--- config.mk ---
export PLATFORM = sky130hd
export DESIGN_NAME = karatsuba_operand_stager
export DESIGN_NICKNAME = d
export VERILOG_FILES = /design/src/rtl/karatsuba_operand_stager.sv
export SDC_FILE = /design/constraint.sdc
export NUM_CORES = 1
export LEC_CHECK = 0
export BUFFER_PORTS_ARGS = -buffer_cell sky130_fd_sc_hd__buf_4
export CORE_AREA = 5 5 229 231
export CTS_CLUSTER_DIAMETER = 30
export DETAILED_ROUTE_END_ITERATION = 16
export DIE_AREA = 0 0 234 236
export PLACE_DENSITY = 0.69
export SYNTH_ARGS = -nofsm -noshare
export SYNTH_HDL_FRONTEND = slang
export SYNTH_SLANG_ARGS = --single-unit
export TNS_END_PERCENT = 100
--- constraint.sdc ---
create_clock -name clk_i -period 2.99 [get_ports clk_i]
set_input_delay 0.1495 -clock clk_i [delete_from_list [all_inputs] [get_ports clk_i]]
set_output_delay 0.1495 -clock clk_i [all_outputs]
set_load 0.03 [all_outputs]
--- src/rtl/karatsuba_operand_stager.sv ---
`timescale 1ns/1ps
// karatsuba_operand_stager: word-serial operand packer and product streamer for the Karatsuba core
// Optional WAIT-state watchdog enabled by defining KARATSUBA_STAGER_WDOG_EN.
module karatsuba_operand_stager #(
    parameter int WordWidth     = 32,
    parameter int InputALength  = 131,
    parameter int InputBLength  = 127,
    parameter int ProductLength = 264,
    parameter int WdogCycles    = 1024
) (
    input  logic                     clk_i,
    input  logic                     rst_ni,
    input  logic                     in_valid_i,
    output logic                     in_ready_o,
    input  logic [WordWidth-1:0]     in_data_i,
    output logic                     out_valid_o,
    input  logic                     out_ready_i,
    output logic [WordWidth-1:0]     out_data_o,
    output logic                     out_last_o,
    output logic [InputALength-1:0]  acc_a_o,
    output logic [InputBLength-1:0]  acc_b_o,
    output logic                     acc_start_o,
    input  logic                     acc_done_i,
    input  logic [ProductLength-1:0] acc_product_i,
    output logic                     busy_o,
    output logic                     error_o
);
    localparam int NA   = (InputALength + WordWidth - 1) / WordWidth;
    localparam int NB   = (InputBLength + WordWidth - 1) / WordWidth;
    localparam int NP   = (ProductLength + WordWidth - 1) / WordWidth;
    localparam int ExtA = NA * WordWidth;
    localparam int ExtB = NB * WordWidth;
    localparam int ExtP = NP * WordWidth;
    localparam int CntW = $clog2(NA + NB + NP);
    typedef enum logic [2:0] {LOAD_A, LOAD_B, FIRE, WAIT, UNLOAD} stateT;
    stateT state;
    logic [CntW-1:0] cnt;
    logic [InputALength-1:0] accA, aMask, aIns;
    logic [InputBLength-1:0] accB, bMask, bIns;
    logic [ProductLength-1:0] product;
    logic [WordWidth-1:0] outData, nextWord;
    logic [31:0] inShift, outShift;
    logic inReady, outValid, outLast, accStart, lastA, lastB, lastP;
`ifdef KARATSUBA_STAGER_WDOG_EN
    localparam int WdW = $clog2(WdogCycles + 1);
    logic [WdW-1:0] wdog;
    logic errQ;
    assign error_o = errQ;
`else
    assign error_o = 1'b0;
`endif
    // Word k occupies bits [k*W +: W]; the casts drop bits beyond the operand/product width.
    assign inShift  = 32'(cnt) * 32'(WordWidth);
    assign outShift = 32'(cnt + 1'b1) * 32'(WordWidth);
    assign aMask    = InputALength'(ExtA'({WordWidth{1'b1}}) << inShift);
    assign aIns     = InputALength'(ExtA'(in_data_i) << inShift);
    assign bMask    = InputBLength'(ExtB'({WordWidth{1'b1}}) << inShift);
    assign bIns     = InputBLength'(ExtB'(in_data_i) << inShift);
    assign nextWord = WordWidth'(ExtP'(product) >> outShift);
    assign lastA    = cnt == CntW'(NA - 1);
    assign lastB    = cnt == CntW'(NB - 1);
    assign lastP    = cnt == CntW'(NP - 1);
    assign in_ready_o  = inReady;
    assign out_valid_o = outValid;
    assign out_data_o  = outData;
    assign out_last_o  = outLast;
    assign acc_a_o     = accA;
    assign acc_b_o     = accB;
    assign acc_start_o = accStart;
    assign busy_o      = !(state == LOAD_A && cnt == '0);
    always_ff @(posedge clk_i or negedge rst_ni) begin
        if (!rst_ni) begin
            state    <= LOAD_A;
            cnt      <= '0;
            accA     <= '0;
            accB     <= '0;
            product  <= '0;
            outData  <= '0;
            inReady  <= 1'b1;
            outValid <= 1'b0;
            outLast  <= 1'b0;
            accStart <= 1'b0;
`ifdef KARATSUBA_STAGER_WDOG_EN
            wdog     <= '0;
            errQ     <= 1'b0;
`endif
        end else begin
            case (state)
                LOAD_A: if (in_valid_i) begin
                    accA  <= (accA & ~aMask) | aIns;
                    cnt   <= lastA ? '0 : cnt + 1'b1;
                    state <= lastA ? LOAD_B : LOAD_A;
                end
                LOAD_B: if (in_valid_i) begin
                    accB     <= (accB & ~bMask) | bIns;
                    cnt      <= lastB ? '0 : cnt + 1'b1;
                    state    <= lastB ? FIRE : LOAD_B;
                    inReady  <= !lastB;
                    accStart <= lastB;
                end
                FIRE: begin
                    accStart <= 1'b0;
                    state    <= WAIT;
`ifdef KARATSUBA_STAGER_WDOG_EN
                    wdog     <= '0;
`endif
                end
                WAIT: if (acc_done_i) begin
                    product  <= acc_product_i;
                    outData  <= WordWidth'(ExtP'(acc_product_i));
                    outValid <= 1'b1;
                    outLast  <= NP == 1;
                    state    <= UNLOAD;
                end
`ifdef KARATSUBA_STAGER_WDOG_EN
                else if (wdog == WdW'(WdogCycles - 1)) begin
                    errQ     <= 1'b1;
                    product  <= '0;
                    outData  <= '0;
                    outValid <= 1'b1;
                    outLast  <= NP == 1;
                    state    <= UNLOAD;
                end else wdog <= wdog + 1'b1;
`endif
                UNLOAD: if (out_ready_i) begin
                    cnt      <= lastP ? '0 : cnt + 1'b1;
                    outData  <= lastP ? '0 : nextWord;
                    outLast  <= !lastP && (cnt + 1'b1 == CntW'(NP - 1));
                    outValid <= !lastP;
                    inReady  <= lastP;
                    state    <= lastP ? LOAD_A : UNLOAD;
                end
                default: begin
                    state    <= LOAD_A;
                    cnt      <= '0;
                    outData  <= '0;
                    inReady  <= 1'b1;
                    outValid <= 1'b0;
                    outLast  <= 1'b0;
                    accStart <= 1'b0;
                end
            endcase
        end
    end
endmodule

* After elaboration in Yosys (flattened, before gate mapping)
Index checks and enable logic that the tools add are counted.
** Storage, ports and cells
- Register bits :: 566
- Bits of input ports :: 301
- Output and inout port bits :: 296
- Word-level logic and storage cells :: 88
** Operators by class
- Add/sub/neg operators :: 2
- Equality and inequality tests :: 12
- Shift operators :: 5
- Muxes and demuxes :: 30
- Bitwise gates (word level) :: 10
- Reductions and logical operators :: 19
** Operators by type and width (number)
- >> shifter 264 x 11 -> 32 bit :: 1
- AND 131 bit :: 1
- NOT 131 bit :: 1
- OR 131 bit :: 1
- left shift 32 x 10 -> 131 bit :: 1
- left shift 32 x 10 -> 131 bit (first input constant) :: 1
- AND 127 bit :: 1
- NOT 127 bit :: 1
- OR 127 bit :: 1
- left shift 32 x 10 -> 127 bit :: 1
- left shift 32 x 10 -> 127 bit (first input constant) :: 1
- two-way mux 32 bit :: 3
- one-hot mux 32 bit (3 select lines) :: 1
- two-way mux 5 bit :: 6
- one-hot mux 5 bit (4 select lines) :: 1
- two-way mux 3 bit :: 5
- one-hot mux 3 bit (5 select lines) :: 1
- == test 5 x 4 -> 1 bit (second input constant) :: 2
- one-hot mux 1 bit (3 select lines) :: 3
- OR reduction 3 bit :: 3
- two-way mux 1 bit :: 8
- != test 2 bit (second input constant) :: 4
- AND reduction 2 bit :: 4
- AND reduction 4 bit :: 2
- other kinds (16) :: 24

* Longest topological paths before layout
Gate-level depths: netlist (run 1).
- Word-level depth :: 5
- Depth in mapped cells :: 9
- Depth with buffers taken out :: 6

* Least setup slack after synthesis (run 1)
OpenSTA, ideal clock, no wires.
- Kind :: register to register
- From :: reg cnt[1]
- To :: reg state[2]
- Setup time :: 0.127 ns
- Arrival time :: 1.976 ns
- Data required time :: 2.863 ns
- Setup slack :: 0.887 ns
- Stages on the path, launching flop included :: 10
- Buffers on the path :: 3
- Clock period less this slack :: 2.103 ns
- Cell sequence :: dfrtp_1 -> buf_4 -> buf_2 -> buf_1 -> inv_1 -> ha_1 -> nand2_1 -> o311ai_0 -> a211oi_1 -> or2_2
** On the way
- Word-level cells in the longest chain between the ends :: 4
** RTL lines
- start: declaration :: line 37 : logic [CntW-1:0] cnt;
- start signal: assignment :: line 91 : cnt <= lastA ? '0 : cnt + 1'b1;
- start signal: assignment :: line 96 : cnt <= lastB ? '0 : cnt + 1'b1;
- start signal: assignment :: line 126 : cnt <= lastP ? '0 : cnt + 1'b1;
- == test 5 x 4 -> 1 bit :: line 62 : assign lastP = cnt == CntW'(NP - 1);
- two-way mux 3 bit :: line 131 : state <= lastP ? LOAD_A : UNLOAD;
- two-way mux 3 bit :: line 125 : UNLOAD: if (out_ready_i) begin
- one-hot mux 3 bit (5 select lines) :: line 88 : case (state)
- end signal: assignment :: line 92 : state <= lastA ? LOAD_B : LOAD_A;
- end signal: assignment :: line 97 : state <= lastB ? FIRE : LOAD_B;
- end signal: assignment :: line 131
- end: declaration :: line 36 : stateT state;
Every way passes these cells. The select of a mux whose other input is x is not followed.
A chain may end at the register's enable or synchronous reset.

* Final worst setup path (run 1)
- From :: reg cnt[1]
- To :: reg outData[18] (netlist: out_data_o[18])
** On the way
- Word-level cells in the longest chain between the ends :: 5
- Elaborated cells between the ends (all ways) :: 6
- Those cells by class :: 1 x add/sub; 1 x eq/ne; 1 x shift; 3 x mux
** RTL lines
- adder 5 x 1 -> 6 bit :: line 54 : assign outShift = 32'(cnt + 1'b1) * 32'(WordWidth);
- >> shifter 264 x 11 -> 32 bit :: line 59 : assign nextWord = WordWidth'(ExtP'(product) >> outShift);
- two-way mux 32 bit (*) :: line 127 : outData <= lastP ? '0 : nextWord;
- two-way mux 32 bit (*) :: line 125
- one-hot mux 32 bit (3 select lines) (*) :: line 88
- end signal: assignment :: line 110 : outData <= WordWidth'(ExtP'(acc_product_i));
- end signal: assignment :: line 127
- end: declaration :: line 41 : logic [WordWidth-1:0] outData, nextWord;
Every way passes the cells marked *; elsewhere a longest branch is shown, timed or not. The select of a mux whose other input is x is not followed.

==> reports/qor.yml, run 1 <==
clock_tree:
  cts_made_buffers: 108
  ctsRootBufferMaster: "clkbuf_16"
  clk_pin_slew_worst_paths_ps: 50
  tritoncts: "yes"
  clock_sinks: 534
  cts_max_path_buffers: 3
  clk_latency_ps: 630
  htree_levels: 3
layout:
  num-nets-final: 3126
  fin_cells: 3595
  area_delta_synth_final_pct: 54.65
  final_layout_size_suffix_gt1_frac: 0.3944
  mostFrequentLayoutCells: "nand2_1 (706), buf_4 (620), dfrtp_1 (531)"
  layout_commonest_cell: "nand2_1"
worst_setup_path:
  critPathSlowestCell: "nor2_2"
  r2r-start: "cnt[1]"
  crit_chain: "nor2_2 -> a221oi_1 -> o31ai_1"
  cp.required_ps: 3500
  path_max_fanout: 28
  worstPathArrival_ps: 3030
  crit_type: "flip-flop to flip-flop"
  cp_top_family: "simple AND/OR/NAND/NOR gates"
  crit_start: "cnt[1]"
  setup.worst_path.end_class: "flip-flop"
  cpPeakStageDelay_ps: 1030
  cp-start-kind: "flip-flop"
  crit_buf_inv: 0
floorplan:
  die_area_mm2: 0.05522
  die_h_um: 236
  fp.dieW_um: 234
  start_util: 0.4424
  rows: 82
  io_pins: 597
  coreArea_mm2: 0.04986
detailed_routing:
  wl_um: 82140
  first_iter_violations: 1604
  antenna_left: 0
  drcViolationCount: 0
  vias_per_cell: 5.415
  first_pass_iters: 5
  wire_per_inst_um: 22.85
  vias: 19470
logic_synthesis:
  synthArstFlopShare: 1.000
  ys_ff_latch: 534
  ys.flop_type: "dfrtp_1"
  yosysWarnings: 0
  ys_types: 55
  synth-edff-count: 0
  syn_inst: 1896
  synth_nets: 2200
  synth-seq-area-share: 0.6058
  synth.avg_cell_area_um2: 11.63
  syn-cell-area_mm2: 0.02206
global_route:
  grt_pass1_wl_um: 124800
  track_usage: 0.2917
  grt.overflow.total: 0
  grt_max_degree: 233
  grt_pass1_vias: 21070
  antenna_found_initial: 9
timing:
  rsz0062_at_grt: "no"
  slew_headroom: 0.1322
  setup_viol: 0
  fin_tns_setup_ps: 0
  finalClockSkew_ps: 21.70
  hold_viol_final: 0
  finalCritPeriodShare: 0.8416
  period_needed_ps: 2516
  tightest_slew_ps: 1300
  max_freq_mhz: 397.4
  drv_slew: 0
power_and_ir_drop:
  power.leakage_nw: 17.85
  total_power_mw: 36.16
  powerDensity_mw_per_mm2: 1060
  max-vdd-ir-drop_v: 0.0005511
placed_design:
  routabilityCongestion: 0.9364
  dp.cells: 3084
  hpwl_um: 51210
  portBuffers: 595
run_status:
  status: "completed"
run:
  cap_viol_max_count: 0
hold_path:
  hold_path.class: "primary input to asynchronous set/reset pin"
==> metal layers <==
layer / track usage / up-vias / wire length, um
met3: 0.07048 / 294 / 7006
met4: 0.1707 / 2 / 5189
met5: 0 / - / 13
li1: - / 8347 / -
met1: 0.3439 / 9666 / 29860
met2: 0.4848 / 1158 / 40070
==> power by group <==
group	switching, mW	internal [mW]	total (mW)
combinational	7.17	5.05	12.2
sequential	1.91	9.93	11.8
clock	4.19	7.92	12.1
total	13.3	22.9	36.2
==> flip-flops by register name, summed over array words and instances, names as in the netlist <==
register and count:
product 232, acc_a_o 131, acc_b_o 127, out_data_o 32, cnt 5, state 3, acc_start_o 1, in_ready_o 1
out_last_o 1, out_valid_o 1
==> cells by family (layout without fill, tap and decap cells) <==
| family | Yosys count | count (layout) | synth area share |
|---|---|---|---|
| AOI/OAI and AO/OA | 120 | 120 | 0.04061 |
| xor gates and xnor gates | 1 | 1 | 0.0003971 |
| adders and majority gates | 3 | 3 | 0.001702 |
| buffers and inverters | 122 | 1139 | 0.02297 |
| DFF | 534 | 534 | 0.6058 |
| muxes | 330 | 330 | 0.1884 |
| other | 1 | 11 | 0.0001700 |
| and+or+nand+nor | 785 | 785 | 0.1399 |
==> final timing paths <==
kind | slack (ps) | end | depth (start not counted)
max | 470 | out_data_o[18] | 3
max in group asynchronous | 1740 | product[82] | 4
min in group clk_i | 260 | product[161] | 4
min | 140 | acc_a_o[59] | 2
max reg2reg | 470 | out_data_o[18] | 3
min reg2reg | 470 | product[190] | 2
==> stage by stage <==
stage / setup slack, ps / hold WS (ps) / util / cell area [um2]
6_report: 473.6 / 135.8 / 0.6842 / 34110
2_1_floorplan: 886.7 / -146.1 / - / 22060
5_1_grt: 430.6 / 180.4 / 0.6841 / 34110
3_5_place_dp: 526.0 / 205.2 / 0.5485 / 27350
4_1_cts: 545.6 / 121.9 / 0.6837 / 34090
3_3_place_gp: 603.4 / 197.5 / 0.5485 / 27350
==> final cells by class <==
cell class,count,area [um2]
fill,3337,15750
sequential,534,13370
multi-input combinational,1240,8224
timing repair buffer,932,7893
clock buffer,126,2913
tap,672,840.8
clock inverter,75,824.5
antenna,10,25.02
inverter,6,22.52
==> synthesized netlist by cell type (2+ instances only) <==
cell type  instances  area, um2
nor3_1             3      15.01
nand3_1            8      40.04
clkbuf_1          75      281.5
nor4b_1            2      17.52
o31ai_1           26      195.2
buf_2             33      165.2
mux4_2            40      900.9
nand4_1            3      18.77
o21a_1             2      15.01
buf_4              2      15.01
o211ai_1           2      15.01
nand2_1          711       2669
mux2i_1            8      80.08
mux2_1            25      281.5
nor2_1            37      138.9
a21o_1             3      22.52
mux2_2           257       2894
and2_1             2      12.51
o21ai_0           14      70.07
nand2b_1           2      12.51
dfrtp_1          533      13340
buf_1              6      22.52
ha_1               3      37.54
or3b_2             2      17.52
o311ai_0           2      17.52
a221oi_1          24      210.2
a22oi_1           33      247.7
o41ai_1            2      17.52
inv_1              4      15.01
or2_2              3      18.77
a21oi_1            4      20.02
nand3b_1           2      15.01
==> what timing repair did <==
action,CTS,global route
gates resized for setup,0,0
hold buffers,300,0
buffers inserted,0,0
hold endpoints to repair,595,0
==> worst reg2reg max path: cells and delay by family, from the launching register on <==
family           cells  cell delay, ps
AO/OA/AOI/OAI        2             720
flip-flops           1             650
AND/OR/NAND/NOR      1            1040
No activity file was read; power rests on OpenSTA's default activity.
==> run 2, diff against run 1 <==
--- a/config.mk
+++ b/config.mk
@@ -5,12 +5,13 @@
 export SDC_FILE = /design/constraint.sdc
 export NUM_CORES = 1
 export LEC_CHECK = 0
+export ABC_AREA = 1
 export BUFFER_PORTS_ARGS = -buffer_cell sky130_fd_sc_hd__buf_4
 export CORE_AREA = 5 5 229 231
 export CTS_CLUSTER_DIAMETER = 30
 export DETAILED_ROUTE_END_ITERATION = 16
 export DIE_AREA = 0 0 234 236
-export PLACE_DENSITY = 0.69
+export PLACE_DENSITY = 0.72
 export SYNTH_ARGS = -nofsm -noshare
 export SYNTH_HDL_FRONTEND = slang
 export SYNTH_SLANG_ARGS = --single-unit
==> constraint.sdc (replaced) <==
create_clock -name clk_i -period 2.4 [get_ports clk_i]
set_input_delay 0.12 -clock clk_i [delete_from_list [all_inputs] [get_ports clk_i]]
set_output_delay 0.12 -clock clk_i [all_outputs]
set_load 0.03 [all_outputs]
==> run 2 against run 1 <==
  * Global-route usage rose by 4.7 points
  * Setup slack got worse by 400 ps
  * Non-clock buffer count increased by 21
  * First-iteration DRC count is 56% higher
  * Die area unchanged
  * Clock power increased by 33%
  * Power up 39%
  * Hold slack worse by 110 ps
  * Critical endpoint is now product[92]
  * Largest cell class unchanged
  * Largest power group unchanged
==> reports/qor.yml, run 2 <==
logic_synthesis:
  yosys.area.top_type: "dfrtp_1"
  synth.area.top_cells: "dfrtp_1 (57%), mux2_2 (8.1%), nand2_1 (8.0%)"
  yosysWarnings: 0
  synthTopCellsByCount: "dfrtp_1 (533), nand2_1 (496), nor2_1 (280)"
  synth-seq-area-share: 0.5731
  synth.avg_cell_area_um2: 9.479
  synthArstFlopShare: 1.000
  synth_nets: 2764
  synth-edff-count: 0
  synth_top_area_frac: 0.5720
  ys.flop_type: "dfrtp_1"
  syn_inst: 2460
  yosysMostFrequentCell: "dfrtp_1"
  ys_types: 38
  ys_ff_latch: 534
  syn-cell-area_mm2: 0.02332
hold_path:
  hold_path.class: "primary input to flip-flop"
layout:
  num-nets-final: 3669
  area_delta_synth_final_pct: 52.89
  fillCellCount: 3300
  regMostFlops: "product"
  design_area_mm2: 0.03565
  ff_latch_area_mm2: 0.01337
  multi_input_area_mm2: 0.008733
  final_layout_size_suffix_gt1_frac: 0.3054
  layout_commonest_cell: "buf_4"
  largest_reg_flops: 232
  mostFrequentLayoutCells: "buf_4 (626), dfrtp_1 (531), nand2_1 (493)"
detailed_routing:
  drcViolationCount: 0
  vias_per_cell: 5.566
  antenna_left: 0
  first_iter_violations: 2503
  first_pass_iters: 7
  wire_per_inst_um: 23.05
  vias: 23070
  wl_um: 95560
global_route:
  grt_max_degree: 109
  use_met1: 0.3940
  busiest_layer: "met2"
  grt.overflow.total: 0
  grt_pass1_wl_um: 144700
  gr-usage-met3: 0.09501
  grt_pass1_vias: 24190
  antenna_found_initial: 10
  track_usage: 0.3388
  use_met2: 0.5615
timing:
  finalCritPeriodShare: 0.9707
  hold_viol_final: 0
  tightest_slew_ps: 1045
  period_needed_ps: 2330
  drv_slew: 0
  slew_headroom: 0.3018
  fin_tns_setup_ps: 0
  holdWs_ps: 24.51
  finalClockSkew_ps: 27.94
  rsz0062_at_grt: "no"
  max_freq_mhz: 429.3
  setup_viol: 0
clock_tree:
  ctsRootBufferMaster: "clkbuf_16"
  clock_sinks: 534
  tritoncts: "yes"
  cts_made_buffers: 112
  clk_pin_slew_worst_paths_ps: 50
  clk_latency_ps: 660
  cts_setup_buffers: 0
  cts_max_path_buffers: 3
  htree_levels: 3
worst_setup_path:
  crit_chain: "nor2_4 -> nand2_8 -> nor2_1 -> dlygate4sd3_1 -> a21oi_1 -> dlygate4sd3_1"
  cp-start-kind: "flip-flop"
  cp_top_family: "buffers and inverters"
  path_max_fanout: 17
  cp.required_ps: 2920
  worstPathArrival_ps: 2850
  crit_buf_inv: 2
  critPathSlowestCell: "dlygate4sd3_1"
  cpPeakStageDelay_ps: 570
  crit_top_cell: "dlygate4sd3_1"
  crit_type: "flip-flop to flip-flop"
  setup.worst_path.end_class: "flip-flop"
run_status:
  status: "completed"
placed_design:
  hpwl_um: 59680
  dpl_cell_area_mm2: 0.02860
  portBuffers: 595
  routabilityCongestion: 0.9380
floorplan:
  die_area_mm2: 0.05522
  rows: 82
  io_pins: 597
  fp.dieW_um: 234
  coreArea_mm2: 0.04986
  start_util: 0.4676
  die_h_um: 236
power_and_ir_drop:
  total_power_mw: 50.23
  powerDensity_mw_per_mm2: 1409
  max-vdd-ir-drop_v: 0.0007640
  power.leakage_nw: 17.48
run:
  cap_viol_max_count: 0
==> run 2: final timing paths <==
path	start	endpoint	slack [ps]	cells after the start
worst max-delay path	state[2]	product[92]	70	6
worst min-delay path	in_data_i[27]	acc_a_o[91]	20	3
worst max register to register	state[2]	product[92]	70	6
worst min register to register	out_valid_o	out_valid_o	480	2
max in group asynchronous	rst_ni	out_data_o[29]	1450	4
min in group asynchronous	rst_ni	product[156]	50	2
==> run 2: cells by family (layout without fill, tap and decap cells) <==
logic type,count (synthesis),in the layout,share of synthesized area
AND/OR/NAND/NOR,984,984,0.1745
multiplexers,192,192,0.09272
XOR/XNOR,3,3,0.001127
adder cells (fa/ha/maj),3,3,0.001610
flip-flops,534,534,0.5731
AO/OA/AOI/OAI,445,445,0.1018
buffers and inverters,298,1299,0.05495
other,1,13,0.0001608
==> run 2: power by group <==
group | internal, mW | switching (mW)
logic | 6.67 | 12.2
registers | 12.8 | 2.48
clock network | 10.9 | 5.26
total | 30.3 | 19.9
==> run 2: per-layer routing <==
layer  vias to the layer above  wire [um]  share of wire
met1                     11150      33310           0.35
met3                       383       9837           0.10
met4                         2       5994          0.063
li1                       9986          -              -
met5                         -         13        0.00014
met2                      1547      46400           0.49
==> run 2: layout make-up <==
type / instances / area share
Clock buffer: 142 / 0.08571
Inverter: 136 / 0.01432
Tap cell: 672 / 0.02359
Multi-Input combinational cell: 1628 / 0.2450
Antenna cell: 12 / 0.0008423
Sequential cell: 534 / 0.3750
Timing Repair Buffer: 953 / 0.2300
Clock inverter: 68 / 0.02559
==> run 2: worst reg2reg max path, cell delays in order (launching register included) <==
cell,delay (ps)
dfrtp_1,500
nor2_4,230
nand2_8,160
nor2_1,160
dlygate4sd3_1,570
a21oi_1,40
dlygate4sd3_1,550
==> run 2: metrics by stage <==
stage          instances    util  worst slack [ps]
2_1_floorplan       2460       -             377.9
3_3_place_gp        3619  0.5735             340.2
3_5_place_dp        3619  0.5735             301.0
4_1_cts             4133  0.7141             65.10
5_1_grt             4141  0.7147             6.995
6_report            4145  0.7149             70.39
==> run 2: timing repair <==
item / 4_1_cts / 5_1_grt
endpoints found under the setup margin: 0 / 1
hold buffers: 304 / 0
hold endpoints to repair: 817 / 0
resized for setup: 0 / 2
